## src/rtl/hex_display_arbiter.sv

```systemverilog
// hex_display_arbiter: shares the six 7-segment digits among NUM_REQ requesters.
// Round-robin grant, minimum dwell before preemption, one blank cycle between owners.
module hex_display_arbiter #(
  parameter int NUM_REQ      = 2,
  parameter int DWELL_CYCLES = 50000000
) (
  input  logic                  clk,
  input  logic                  rst,
  input  logic [NUM_REQ-1:0]    req,
  input  logic [NUM_REQ*48-1:0] req_hex,
  output logic [NUM_REQ-1:0]    gnt,
  output logic [1:0]            owner,
  output logic                  busy,
  output logic [7:0]            hex0,
  output logic [7:0]            hex1,
  output logic [7:0]            hex2,
  output logic [7:0]            hex3,
  output logic [7:0]            hex4,
  output logic [7:0]            hex5
);

  generate
    if (NUM_REQ < 2 || NUM_REQ > 4) begin : g_bad_num_req
      $error("hex_display_arbiter: NUM_REQ must be 2..4");
    end
  endgenerate

  localparam int             CW        = $clog2(DWELL_CYCLES + 1);
  localparam logic [CW-1:0]  DWELL_MAX = CW'(DWELL_CYCLES);

  typedef enum logic [1:0] {IDLE, OWN, GAP} state_t;

  state_t                       state, state_d;
  logic [NUM_REQ-1:0][47:0]     req_hex_a;
  logic [NUM_REQ-1:0]           own_oh, gnt_d;
  logic [1:0]                   pick, owner_d, rr_last, rr_last_d;
  logic                         pick_vld, exit_own;
  logic [47:0]                  pick_hex, own_hex, hex_q, hex_d;
  logic [CW-1:0]                dwell, dwell_d;

  assign req_hex_a = req_hex;
  assign busy      = (state == OWN);
  assign {hex5, hex4, hex3, hex2, hex1, hex0} = hex_q;

  // Round-robin pick: lowest rotation distance k from rr_last wins, so the
  // previous owner (k = NUM_REQ) is always the last choice.
  always_comb begin
    pick     = '0;
    pick_vld = 1'b0;
    for (int k = NUM_REQ; k >= 1; k--) begin
      for (int i = 0; i < NUM_REQ; i++) begin
        if (req[i] && (((int'(rr_last) + k) % NUM_REQ) == i)) begin
          pick     = 2'(i);
          pick_vld = 1'b1;
        end
      end
    end
  end

  // Select patterns for current owner and candidate; loop mux avoids an
  // out-of-range index when NUM_REQ is not a power of two.
  always_comb begin
    own_hex  = '1;
    pick_hex = '1;
    own_oh   = '0;
    for (int i = 0; i < NUM_REQ; i++) begin
      if (owner == 2'(i)) begin
        own_hex   = req_hex_a[i];
        own_oh[i] = 1'b1;
      end
      if (pick == 2'(i)) pick_hex = req_hex_a[i];
    end
  end

  // Release always wins; preemption only once dwell is satisfied and someone else waits.
  assign exit_own = ~|(req & own_oh) || ((dwell == DWELL_MAX) && |(req & ~own_oh));

  // State register
  always_ff @(posedge clk) begin
    if (rst) state <= IDLE;
    else     state <= state_d;
  end

  // Next-state logic; GAP lasts exactly one cycle and then decides like IDLE
  always_comb begin
    state_d = state;
    case (state)
      OWN:     state_d = exit_own ? GAP : OWN;
      default: state_d = pick_vld ? OWN : IDLE;
    endcase
  end

  // Next values for the registered outputs and bookkeeping
  always_comb begin
    gnt_d     = gnt;
    owner_d   = owner;
    rr_last_d = rr_last;
    dwell_d   = dwell;
    hex_d     = '1;
    case (state)
      OWN: begin
        if (exit_own) begin
          gnt_d = '0;
        end else begin
          hex_d   = own_hex;
          dwell_d = (dwell == DWELL_MAX) ? dwell : dwell + CW'(1);
        end
      end
      default: begin
        if (pick_vld) begin
          gnt_d     = NUM_REQ'(1) << pick;
          owner_d   = pick;
          rr_last_d = pick;
          dwell_d   = '0;
          hex_d     = pick_hex;
        end else begin
          gnt_d = '0;
        end
      end
    endcase
  end

  // Output and bookkeeping registers
  always_ff @(posedge clk) begin
    if (rst) begin
      gnt     <= '0;
      owner   <= '0;
      rr_last <= 2'(NUM_REQ - 1);
      dwell   <= '0;
      hex_q   <= '1;
    end else begin
      gnt     <= gnt_d;
      owner   <= owner_d;
      rr_last <= rr_last_d;
      dwell   <= dwell_d;
      hex_q   <= hex_d;
    end
  end

endmodule

```

## config.mk

```make
export PLATFORM = sky130hd
export DESIGN_NAME = hex_display_arbiter
export DESIGN_NICKNAME = d
export VERILOG_FILES = /design/src/rtl/hex_display_arbiter.sv
export SDC_FILE = /design/constraint.sdc
export NUM_CORES = 1
export LEC_CHECK = 0
export ABC_AREA = 1
export BUFFER_PORTS_ARGS = -buffer_cell sky130_fd_sc_hd__buf_2
export CAP_MARGIN = 20
export CELL_PAD_IN_SITES_DETAIL_PLACEMENT = 0
export CELL_PAD_IN_SITES_GLOBAL_PLACEMENT = 1
export CORE_UTILIZATION = 39
export DETAILED_ROUTE_END_ITERATION = 8
export PLACE_DENSITY_LB_ADDON = 0.1
export SYNTH_ARGS = -nofsm -noshare
export SYNTH_HDL_FRONTEND = slang
export SYNTH_SLANG_ARGS = --single-unit
```

## constraint.sdc

```tcl
create_clock -name clk -period 4.23 [get_ports clk]
set_clock_uncertainty 0.15 [all_clocks]
set_input_delay 0.846 -clock clk [delete_from_list [all_inputs] [get_ports clk]]
set_output_delay 0.846 -clock clk [all_outputs]
set_load 0.1 [all_outputs]
```

==> results of run 1 <==
## flip-flops by register name, indices dropped and copies added (netlist names)
register / flops
hex_q: 48
gnt: 2
owner: 1
state: 2
rr_last: 1
dwell: 26
## critical path, cell delays in order
cell and delay [ns]:
buf_2 0.26, inv_1 0.29, nand2_2 0.43, buf_4 0.53
o22ai_1 0.18, inv_1 0.10
## layout make-up
class                      count  area [um^2]
fill                        1360         6526
tap                          172        215.2
timing repair buffer         157        813.3
clock inverter                 5        78.83
sequential                    80         1602
clock buffer                  11        252.7
inverter                     134        503.0
multi-input combinational    540         2834
## cell usage after synthesis
library cell,instances
and3_1,1
o21ai_2,1
nand3_4,1
ha_1,2
nand2_2,5
nand2_1,218
inv_1,97
buf_2,17
nand2_4,1
xor2_1,4
o21ai_0,50
nor2_1,78
nand3_1,37
dfxtp_1,80
nor2_2,5
buf_4,3
nand3_2,2
nand4_1,5
a21oi_2,1
o21bai_1,3
inv_2,37
a21oi_1,19
a21boi_0,1
xnor2_1,1
a211oi_1,1
o22ai_2,30
nor2_4,5
o22ai_1,17
o211ai_1,47
buf_12,4
nor3_1,4
buf_6,1
conb_1,1
clkbuf_1,21
## worst paths after layout
check,startpoint,endpoint,slack (ns),depth (start not counted)
worst min register to register,gnt[0]$_SDFFE_PP0P_,gnt[0]$_SDFFE_PP0P_,0.34,2
worst max register to register,state[0]$_SDFF_PP0_,hex_q[2]$_SDFF_PP1_,1.87,9
worst max-delay path,rst,hex_q[2]$_SDFF_PP1_,1.70,6
worst min-delay path,gnt[0]$_SDFFE_PP0P_,gnt[0]$_SDFFE_PP0P_,0.34,2
## report_power, final
part / total [W] / switching [W] / internal, W
Combinational: 0.000922 / 0.000718 / 0.000203
Sequential: 0.000865 / 0.0000385 / 0.000827
Clock: 0.000867 / 0.000319 / 0.000548
Total: 0.00265 / 0.00108 / 0.00158
## metal layers
layer  share of wire  vias up  global-route usage  wire [um]
met5               0        -                   0          0
met4           0.016        0             0.06250        242
met3           0.067       16             0.07267        993
met2            0.45      147              0.3528       6670
met1            0.46     2411              0.2661       6843
li1                -     2802                   -          -
## metrics by stage
stage,util,area [um^2],total power (W),hold WS (ns),setup WS (ns)
6_report,0.4911,6299,0.002654,0.3350,1.704
5_1_grt,0.4911,6299,0.002786,0.3680,1.520
2_1_floorplan,-,5211,0.001646,0.2787,1.696
3_5_place_dp,0.4653,5967,0.001807,0.3186,1.352
4_1_cts,0.4911,6299,0.002680,0.3355,1.685
3_3_place_gp,0.4653,5967,0.001793,0.3143,1.365
## cells in the final DEF (no fill, tap or decap), drive strengths merged, types with 2 or more instances in the layout
cell and instances:
o21bai 3, clkinv 3, xor2 4, nor2 88
o22ai 47, ha 2, bufinv 2, inv 134
nand4 5, o211ai 47, buf 157, o21ai 51
nand2 224, a21oi 20, nand3 40, nor3 4
clkbuf 11, dfxtp 80
## logic make-up (layout without fill, tap and decap cells)
family | count (synthesis) | in the layout | share of synthesized area
simple gates | 362 | 362 | 0.2920
other cells | 1 | 1 | 0.0007196
buf+inv | 180 | 307 | 0.1498
xor+xnor | 5 | 5 | 0.008403
compound gates | 170 | 170 | 0.2370
fa+ha+maj | 2 | 2 | 0.004801
flops | 80 | 80 | 0.3073
==> metrics.csv, run 1 <==
metric;value;unit
gp_congestion;0.8252;
syn_inst;800;
hold_viol;0;
grt_pass1_vias;5060;
io_buffers;151;
detail-route-antenna-nets;0;
ys_seq_area_frac;0.3073;
netlist.area_leader.share;0.3073;
setup_viol;0;
cts_hold_buf;0;
wl_per_cell;13.42;um
die_area;13830;um^2
antennaDiodeCount;0;
rows;41;
clk-insertion-delay-late;0.35;ns
maxSlewHeadroom;0.4073;
track_usage;0.2151;
yosys-top-cells-area;dfxtp_1, nand2_1, o22ai_2, inv_1, o211ai_1;
rsz0062_at_grt;no;
final_layout_size_suffix_gt1_frac;0.2848;
syn2layout_area_growth;20.86;%
outcome;finished clean;
syn_area_per_cell;6.514;um^2
ys_warn_count;0;
finalCriticalPeriod;2.526;ns
finalCritPeriodShare;0.5971;
critPathMaxFanout;31;
num_vias;5376;
initial_core_util;0.4063;
synth_fp_nets;902;
layout.nets;1024;
finalMaxSlewViolations;0;
max_freq;395.9;MHz
core_area;12820;um^2
grt.overflow.total;0;
final.setup.tns;0;ns
timing.max_cap.violations;0;
netlist-cell-type-count;34;
cp-start-kind;input pin;
clock_path_buffers;2;
drt_iter0_markers;301;
first_pass_iters;4;
power_density;421.3;nW/um^2
detailed_place_hpwl;10.74;mm
critPathRequiredTime;4.37;ns
cts_setup_buffers;0;
cts_tree;done;
yosys.area.top_type;dfxtp_1;
chipWidth;117.6;um
hp-class;flop to flop;
grt_pass1_wl;24.08;mm
h-tree-depth;3;
cp.arrival;2.66;ns
antenna_found_initial;0;
drc_errors;0;
cts-root-buf;clkbuf_16;
cts_made_buffers;9;
cts_resized;0;
io_pins;153;
netlist_area;5211;um^2
dp_cells;1083;
avgViaCountPerCell;4.892;
drt-total-wl;14.75;mm
total_leakage_power;2.810;nW
die_height;117.6;um
clock-sinks;80;
grt_max_degree;57;
ir_drop;0.0002680;V
synth-seq-cells;80;
cts.reportedPaths.clkPinSlew;0.06;ns
crit_type;input pin to flop;
end_kind;flop;
final_cells;1099;
worst_pin_slew;0.8877;ns
Note: power is estimated with default switching activity, not from simulation.
==> inputs of run 2 (changes only) <==
--- a/config.mk
+++ b/config.mk
@@ -5,12 +5,12 @@
 export SDC_FILE = /design/constraint.sdc
 export NUM_CORES = 1
 export LEC_CHECK = 0
-export ABC_AREA = 1
+export ABC_AREA = 0
 export BUFFER_PORTS_ARGS = -buffer_cell sky130_fd_sc_hd__buf_2
 export CAP_MARGIN = 20
 export CELL_PAD_IN_SITES_DETAIL_PLACEMENT = 0
 export CELL_PAD_IN_SITES_GLOBAL_PLACEMENT = 1
-export CORE_UTILIZATION = 39
+export CORE_UTILIZATION = 30
 export DETAILED_ROUTE_END_ITERATION = 8
 export PLACE_DENSITY_LB_ADDON = 0.1
 export SYNTH_ARGS = -nofsm -noshare
==> constraint.sdc (replaced) <==
create_clock -name clk -period 2.2 [get_ports clk]
set_clock_uncertainty 0.15 [all_clocks]
set_input_delay 0.44 -clock clk [delete_from_list [all_inputs] [get_ports clk]]
set_output_delay 0.44 -clock clk [all_outputs]
set_load 0.1 [all_outputs]
==> metrics.csv, run 2 <==
metric;value;unit
detailed_place_hpwl;7.610;mm
ys_warn_count;0;
syn2layout_area_growth;47.31;%
wl_per_cell;16.03;um
yosys-top-cells-area;dfxtp_1, o22a_1, nand2_1, nand3_1, a21oi_1;
finalCritPeriodShare;1.036;
min_delay_worst_endpoint;hex_q[23]$_SDFF_PP1_;
power_frac_clock;0.280;
power_density;761.7;nW/um^2
r2r_end;hex_q[19]$_SDFF_PP1_;
grt_max_degree;49;
synthArstFlopShare;0;
netlist-cell-type-count;53;
core_area;10790;um^2
netlist_area;3322;um^2
netSwitchingPower;0.001457;W
r2r-start;dwell[16]$_SDFFE_PP0P_;
rr_worst_depth;7;
ir_drop;0.0003236;V
cp-start-kind;flop;
fin_area;4893;um^2
final_core_util;0.4534;
outcome;finished, violations left;
rows;38;
hp-class;input pin to flop;
power_frac_comb;0.301;
post_dp_cell_area;4539;um^2
end_kind;flop;
rsz0062_at_grt;yes;
h-tree-depth;3;
clock-sinks;80;
syn_inst;340;
max_freq;438.5;MHz
maxSlewHeadroom;0.6695;
p_sw_frac;0.3909;
synth_fp_nets;442;
synth-edff-count;0;
final_layout_size_suffix_gt1_frac;0.4520;
violations;negative setup slack;
antenna_found_initial;0;
initial_core_util;0.3078;
drc_errors;0;
grt_pass1_wl;15.99;mm
die_area;11500;um^2
clock_path_buffers;2;
fillers;1064;
hold_viol;0;
cts_tree;done;
final_common_cell;buf_2;
largest-register;hex_q;
worstPathCellList;or4b_4 -> nor4_4 -> nand4_1 -> a31oi_4 -> buf_4 -> clkbuf_16 -> o22a_1;
critPathRequiredTime;2.36;ns
total_leakage_power;2.009;nW
gp_congestion;0.8330;
num_vias;3414;
die_height;107.2;um
critPathMaxFanout;12;
crit_type;flop to flop;
largest_reg_flops;48;
reg2reg_slack;-0.08;ns
layout.nets;628;
finalMaxSlewViolations;0;
slowest_delay;0.55;ns
min_from;req_hex[23];
drt_iter0_markers;194;
drt-total-wl;10.76;mm
finalWorstSetupSlack;-0.08026;ns
netlist.area_leader.share;0.4821;
io_pins;153;
yosysMostFrequentCell;dfxtp_1;
setup_viol;50;
largestRegisters;hex_q x48, dwell x26;
detail-route-antenna-nets;0;
mostFrequentLayoutCells;buf_2, dfxtp_1, o22a_1;
worst_pin_slew;0.4919;ns
cts_made_buffers;9;
grt_pass1_vias;3162;
cp_slowest_cell;or4b_4;
p_int;0.002270;W
grt.overflow.total;0;
cts-root-buf;clkbuf_8;
avgViaCountPerCell;5.088;
synth-seq-cells;80;
worstHoldPathCells;2;
track_usage;0.1799;
chipWidth;107.2;um
cp.arrival;2.44;ns
io_buffers;151;
cts_hold_buf;0;
synthFlopType;dfxtp_1;
syn_area_per_cell;9.770;um^2
synthTopCellsByCount;dfxtp_1, o22a_1, nand2_1;
finalCriticalPeriod;2.280;ns
ys_seq_area_frac;0.4821;
clk-insertion-delay-late;0.36;ns
first_pass_iters;4;
timing.max_cap.violations;0;
antennaDiodeCount;0;
cts.reportedPaths.clkPinSlew;0.09;ns
p_seq_frac;0.418;
yosys.area.top_type;dfxtp_1;
-- run 2: cell count changes after synthesis, sizes merged, moves of 40 or more --
cell and change:
o21ai -40, inv -126, o22ai -47, nand2 -199
o211ai -44, nor2 -73, o22a +49
-- run 2: power groups by stage --
stage	clock [W]	combinational [W]	sequential [W]
2_1_floorplan	0	0.000222	0.00218
3_3_place_gp	0	0.00107	0.00159
3_5_place_dp	0	0.00108	0.00159
4_1_cts	0.00110	0.00110	0.00156
5_1_grt	0.00116	0.00117	0.00157
6_report	0.00105	0.00112	0.00156
-- run 2: worst max-delay path: cells and delay by family (launching register included) --
family,cells,cell delay (ns)
and+or+nand+nor,3,1.06
DFF,1,0.34
AOI/OAI and AO/OA,2,0.34
buffers and inverters,2,0.35
-- run 2: through the flow --
stage,setup slack [ns],hold slack (ns),TNS [ns],std cells,power (W)
2_1_floorplan,0.003817,0.3128,0,340,0.002406
3_3_place_gp,-0.09925,0.3128,-4.803,649,0.002666
3_5_place_dp,-0.1431,0.3247,-6.557,649,0.002670
4_1_cts,-0.1003,0.1112,-4.397,668,0.003756
5_1_grt,-0.1811,0.1148,-8.302,671,0.003896
6_report,-0.08026,0.1285,-2.682,671,0.003728
-- run 2: worst max path at each step --
stage / from / endpoint / cells after the start
global placement: dwell[16]$_SDFFE_PP0P_ / hex_q[33]$_SDFF_PP1_ / 6
detailed placement: dwell[16]$_SDFFE_PP0P_ / hex_q[42]$_SDFF_PP1_ / 6
CTS: dwell[2]$_SDFFE_PP0P_ / hex_q[8]$_SDFF_PP1_ / 7
floorplan: rst / dwell[22]$_SDFFE_PP0P_ / 7
finish: dwell[16]$_SDFFE_PP0P_ / hex_q[19]$_SDFF_PP1_ / 7
global route: dwell[16]$_SDFFE_PP0P_ / hex_q[17]$_SDFF_PP1_ / 7
-- run 2: cells by family after synthesis --
| logic type | count (synthesis) | synth area share |
|---|---|---|
| buffers and inverters | 31 | 0.04406 |
| other | 1 | 0.001129 |
| AO/OA/AOI/OAI | 117 | 0.2704 |
| adder cells (fa/ha/maj) | 2 | 0.007532 |
| AND/OR/NAND/NOR | 108 | 0.1913 |
| multiplexers | 1 | 0.003390 |
| flip-flops | 80 | 0.4821 |
-- run 2: area by class of cell --
cell class / count / area (um^2) / share of cell area
multi-input combinational: 229 / 1667 / 0.3406
inverter: 8 / 30.03 / 0.006137
tap: 140 / 175.2 / 0.03580
sequential: 80 / 1608 / 0.3286
timing repair buffer: 198 / 1224 / 0.2501
clock buffer: 10 / 137.6 / 0.02813
clock inverter: 6 / 52.55 / 0.01074
-- run 2: layer usage --
layer | global-route usage | vias up | routed length, um
li1 | - | 1698 | -
met5 | 0 | - | 0
met1 | 0.2354 | 1589 | 4982
met2 | 0.2977 | 119 | 5028
met3 | 0.03526 | 8 | 653
met4 | 0.05479 | 0 | 95
-- run 2: what timing repair did --
action                                 CTS  global route
cloned                                   1             2
pin swaps                                7             5
setup buffers                            2             1
setup endpoints to repair               58            65
gates resized for setup                  3            14
endpoints found under the hold margin    0             0
==> inputs of run 3 (changes only) <==
--- a/config.mk
+++ b/config.mk
@@ -10,9 +10,9 @@
 export CAP_MARGIN = 20
 export CELL_PAD_IN_SITES_DETAIL_PLACEMENT = 0
 export CELL_PAD_IN_SITES_GLOBAL_PLACEMENT = 1
-export CORE_UTILIZATION = 30
+export CORE_UTILIZATION = 36
 export DETAILED_ROUTE_END_ITERATION = 8
-export PLACE_DENSITY_LB_ADDON = 0.1
+export PLACE_DENSITY = 0.8
 export SYNTH_ARGS = -nofsm -noshare
 export SYNTH_HDL_FRONTEND = slang
 export SYNTH_SLANG_ARGS = --single-unit
==> constraint.sdc (replaced) <==
create_clock -name clk -period 2.7 [get_ports clk]
set_clock_uncertainty 0.15 [all_clocks]
set_input_delay 0.54 -clock clk [delete_from_list [all_inputs] [get_ports clk]]
set_output_delay 0.54 -clock clk [all_outputs]
set_load 0.1 [all_outputs]
==> metrics.csv, run 3 (same netlist as run 2, synthesis figures left out) <==
metric;value;unit
outcome;finished, violations left;
violations;design-rule violations;
cts_tree;done;
drt_iter0_markers;204;
ir_drop;0.0003273;V
rows;34;
multi_input_area;1600;um^2
cp.arrival;2.59;ns
clock_path_buffers;2;
cts_made_buffers;9;
max_freq;409.3;MHz
hold_viol;0;
final.setup.tns;0;ns
r2r-start;dwell[17]$_SDFFE_PP0P_;
worst_pin_slew;0.6449;ns
largestRegisters;hex_q x48, dwell x26;
seq_area;1602;um^2
power_density;685.1;nW/um^2
maxSlewHeadroom;0.5701;
timing.max_cap.violations;0;
cts_hold_buf;0;
final_cells;603;
critPathMaxFanout;48;
layout.nets;592;
cts_setup_buffers;0;
grt_pass1_vias;3043;
mostFrequentLayoutCells;buf_2, dfxtp_1, o22a_1;
worstHoldPathCells;2;
track_usage;0.2070;
finalCritPeriodShare;0.9049;
antennaDiodeCount;0;
largest_reg_flops;48;
rr_worst_depth;6;
grt_max_degree;49;
h-tree-depth;3;
core_area;8848;um^2
reg2reg_slack;0.26;ns
die_area;9616;um^2
detail-route-antenna-nets;0;
initial_core_util;0.3754;
finalMaxSlewViolations;0;
crit_type;flop to flop;
grt_pass1_wl;15.66;mm
fillers;834;
drt-total-wl;10.04;mm
r2r_end;hex_q[4]$_SDFF_PP1_;
io_pins;153;
avgViaCountPerCell;5.559;
num_vias;3352;
total_leakage_power;1.786;nW
final_common_cell;buf_2;
end_kind;flop;
setup_viol;0;
detailed_place_hpwl;7.321;mm
cts_resized;0;
antenna_found_initial;0;
gp_congestion;0.9008;
dp_cells;587;
min_from;req_hex[45];
drc_errors;18;
hp-class;input pin to flop;
finalCriticalPeriod;2.443;ns
chipWidth;98.06;um
rsz0062_at_grt;no;
clock-sinks;80;
io_buffers;151;
p_total;0.003038;W
syn2layout_area_growth;33.48;%
die_height;98.06;um
cts-root-buf;clkbuf_8;
critPathRequiredTime;2.85;ns
cp-start-kind;flop;
min_delay_worst_endpoint;hex_q[45]$_SDFF_PP1_;
cts.reportedPaths.clkPinSlew;0.09;ns
final_layout_size_suffix_gt1_frac;0.3798;
grt.overflow.total;0;
wl_per_cell;16.65;um
first_pass_iters;7;
largest-register;hex_q;
clk-insertion-delay-late;0.35;ns
-- run 3: cell count changes in the layout (fill, tap and decap cells not counted), sizes merged --
cell      delta
bufinv       +1
clkinvlp     -1
clkinv       +1
buf         -34
clkbuf       -3
-- run 3: area by class of cell --
type | instances | area share
Multi-Input combinational cell | 229 | 0.3609
Inverter | 8 | 0.006772
Sequential cell | 80 | 0.3612
Timing Repair Buffer | 162 | 0.1947
Clock buffer | 9 | 0.02793
Tap cell | 108 | 0.03047
Clock inverter | 7 | 0.01806
-- run 3: power by group --
| part | switching [W] | leakage (nW) | internal [W] |
|---|---|---|---|
| Combinational | 0.000669 | 1.03 | 0.000182 |
| Sequential | 0.0000204 | 0.657 | 0.00125 |
| Clock | 0.000479 | 0.102 | 0.000439 |
-- run 3: metal layers --
layer / part of all wire / vias up / global-route usage / wire length, um
met5: 0 / - / 0 / 0
met4: 0.013 / 0 / 0.07692 / 127
met3: 0.068 / 9 / 0.04438 / 678
met2: 0.50 / 143 / 0.3527 / 5042
met1: 0.42 / 1581 / 0.2563 / 4191
li1: - / 1619 / - / -
-- run 3: through the flow --
stage	area, um^2	util	hold WS [ns]	setup WS (ns)
6_report	4434	0.5011	0.2374	0.2568
5_1_grt	4434	0.5011	0.2126	0.1290
4_1_cts	4434	0.5011	0.2183	0.2695
3_5_place_dp	4230	0.4781	0.3209	0.2760
3_3_place_gp	4230	0.4781	0.3069	0.3419
2_1_floorplan	3322	-	0.3128	0.09385
-- run 3: critical path: stages, from the launching register on --
cell	delay, ns
dfxtp_1	0.46
or4b_1	0.51
nor4_4	0.32
nand4_1	0.24
a31oi_4	0.27
buf_12	0.25
o22a_1	0.18
-- run 3: worst max path at each step --
| stage | slack, ns | to | startpoint | depth (start not counted) |
|---|---|---|---|---|
| floorplan | 0.09 | dwell[22]$_SDFFE_PP0P_ | owner[0]$_SDFFE_PP0P_ | 6 |
| global route | 0.13 | hex_q[2]$_SDFF_PP1_ | dwell[17]$_SDFFE_PP0P_ | 6 |
| finish | 0.26 | hex_q[4]$_SDFF_PP1_ | dwell[17]$_SDFFE_PP0P_ | 6 |
| global placement | 0.34 | hex_q[2]$_SDFF_PP1_ | dwell[17]$_SDFFE_PP0P_ | 6 |
| detailed placement | 0.28 | hex_q[39]$_SDFF_PP1_ | dwell[17]$_SDFFE_PP0P_ | 6 |
| CTS | 0.27 | hex_q[39]$_SDFF_PP1_ | dwell[17]$_SDFFE_PP0P_ | 6 |
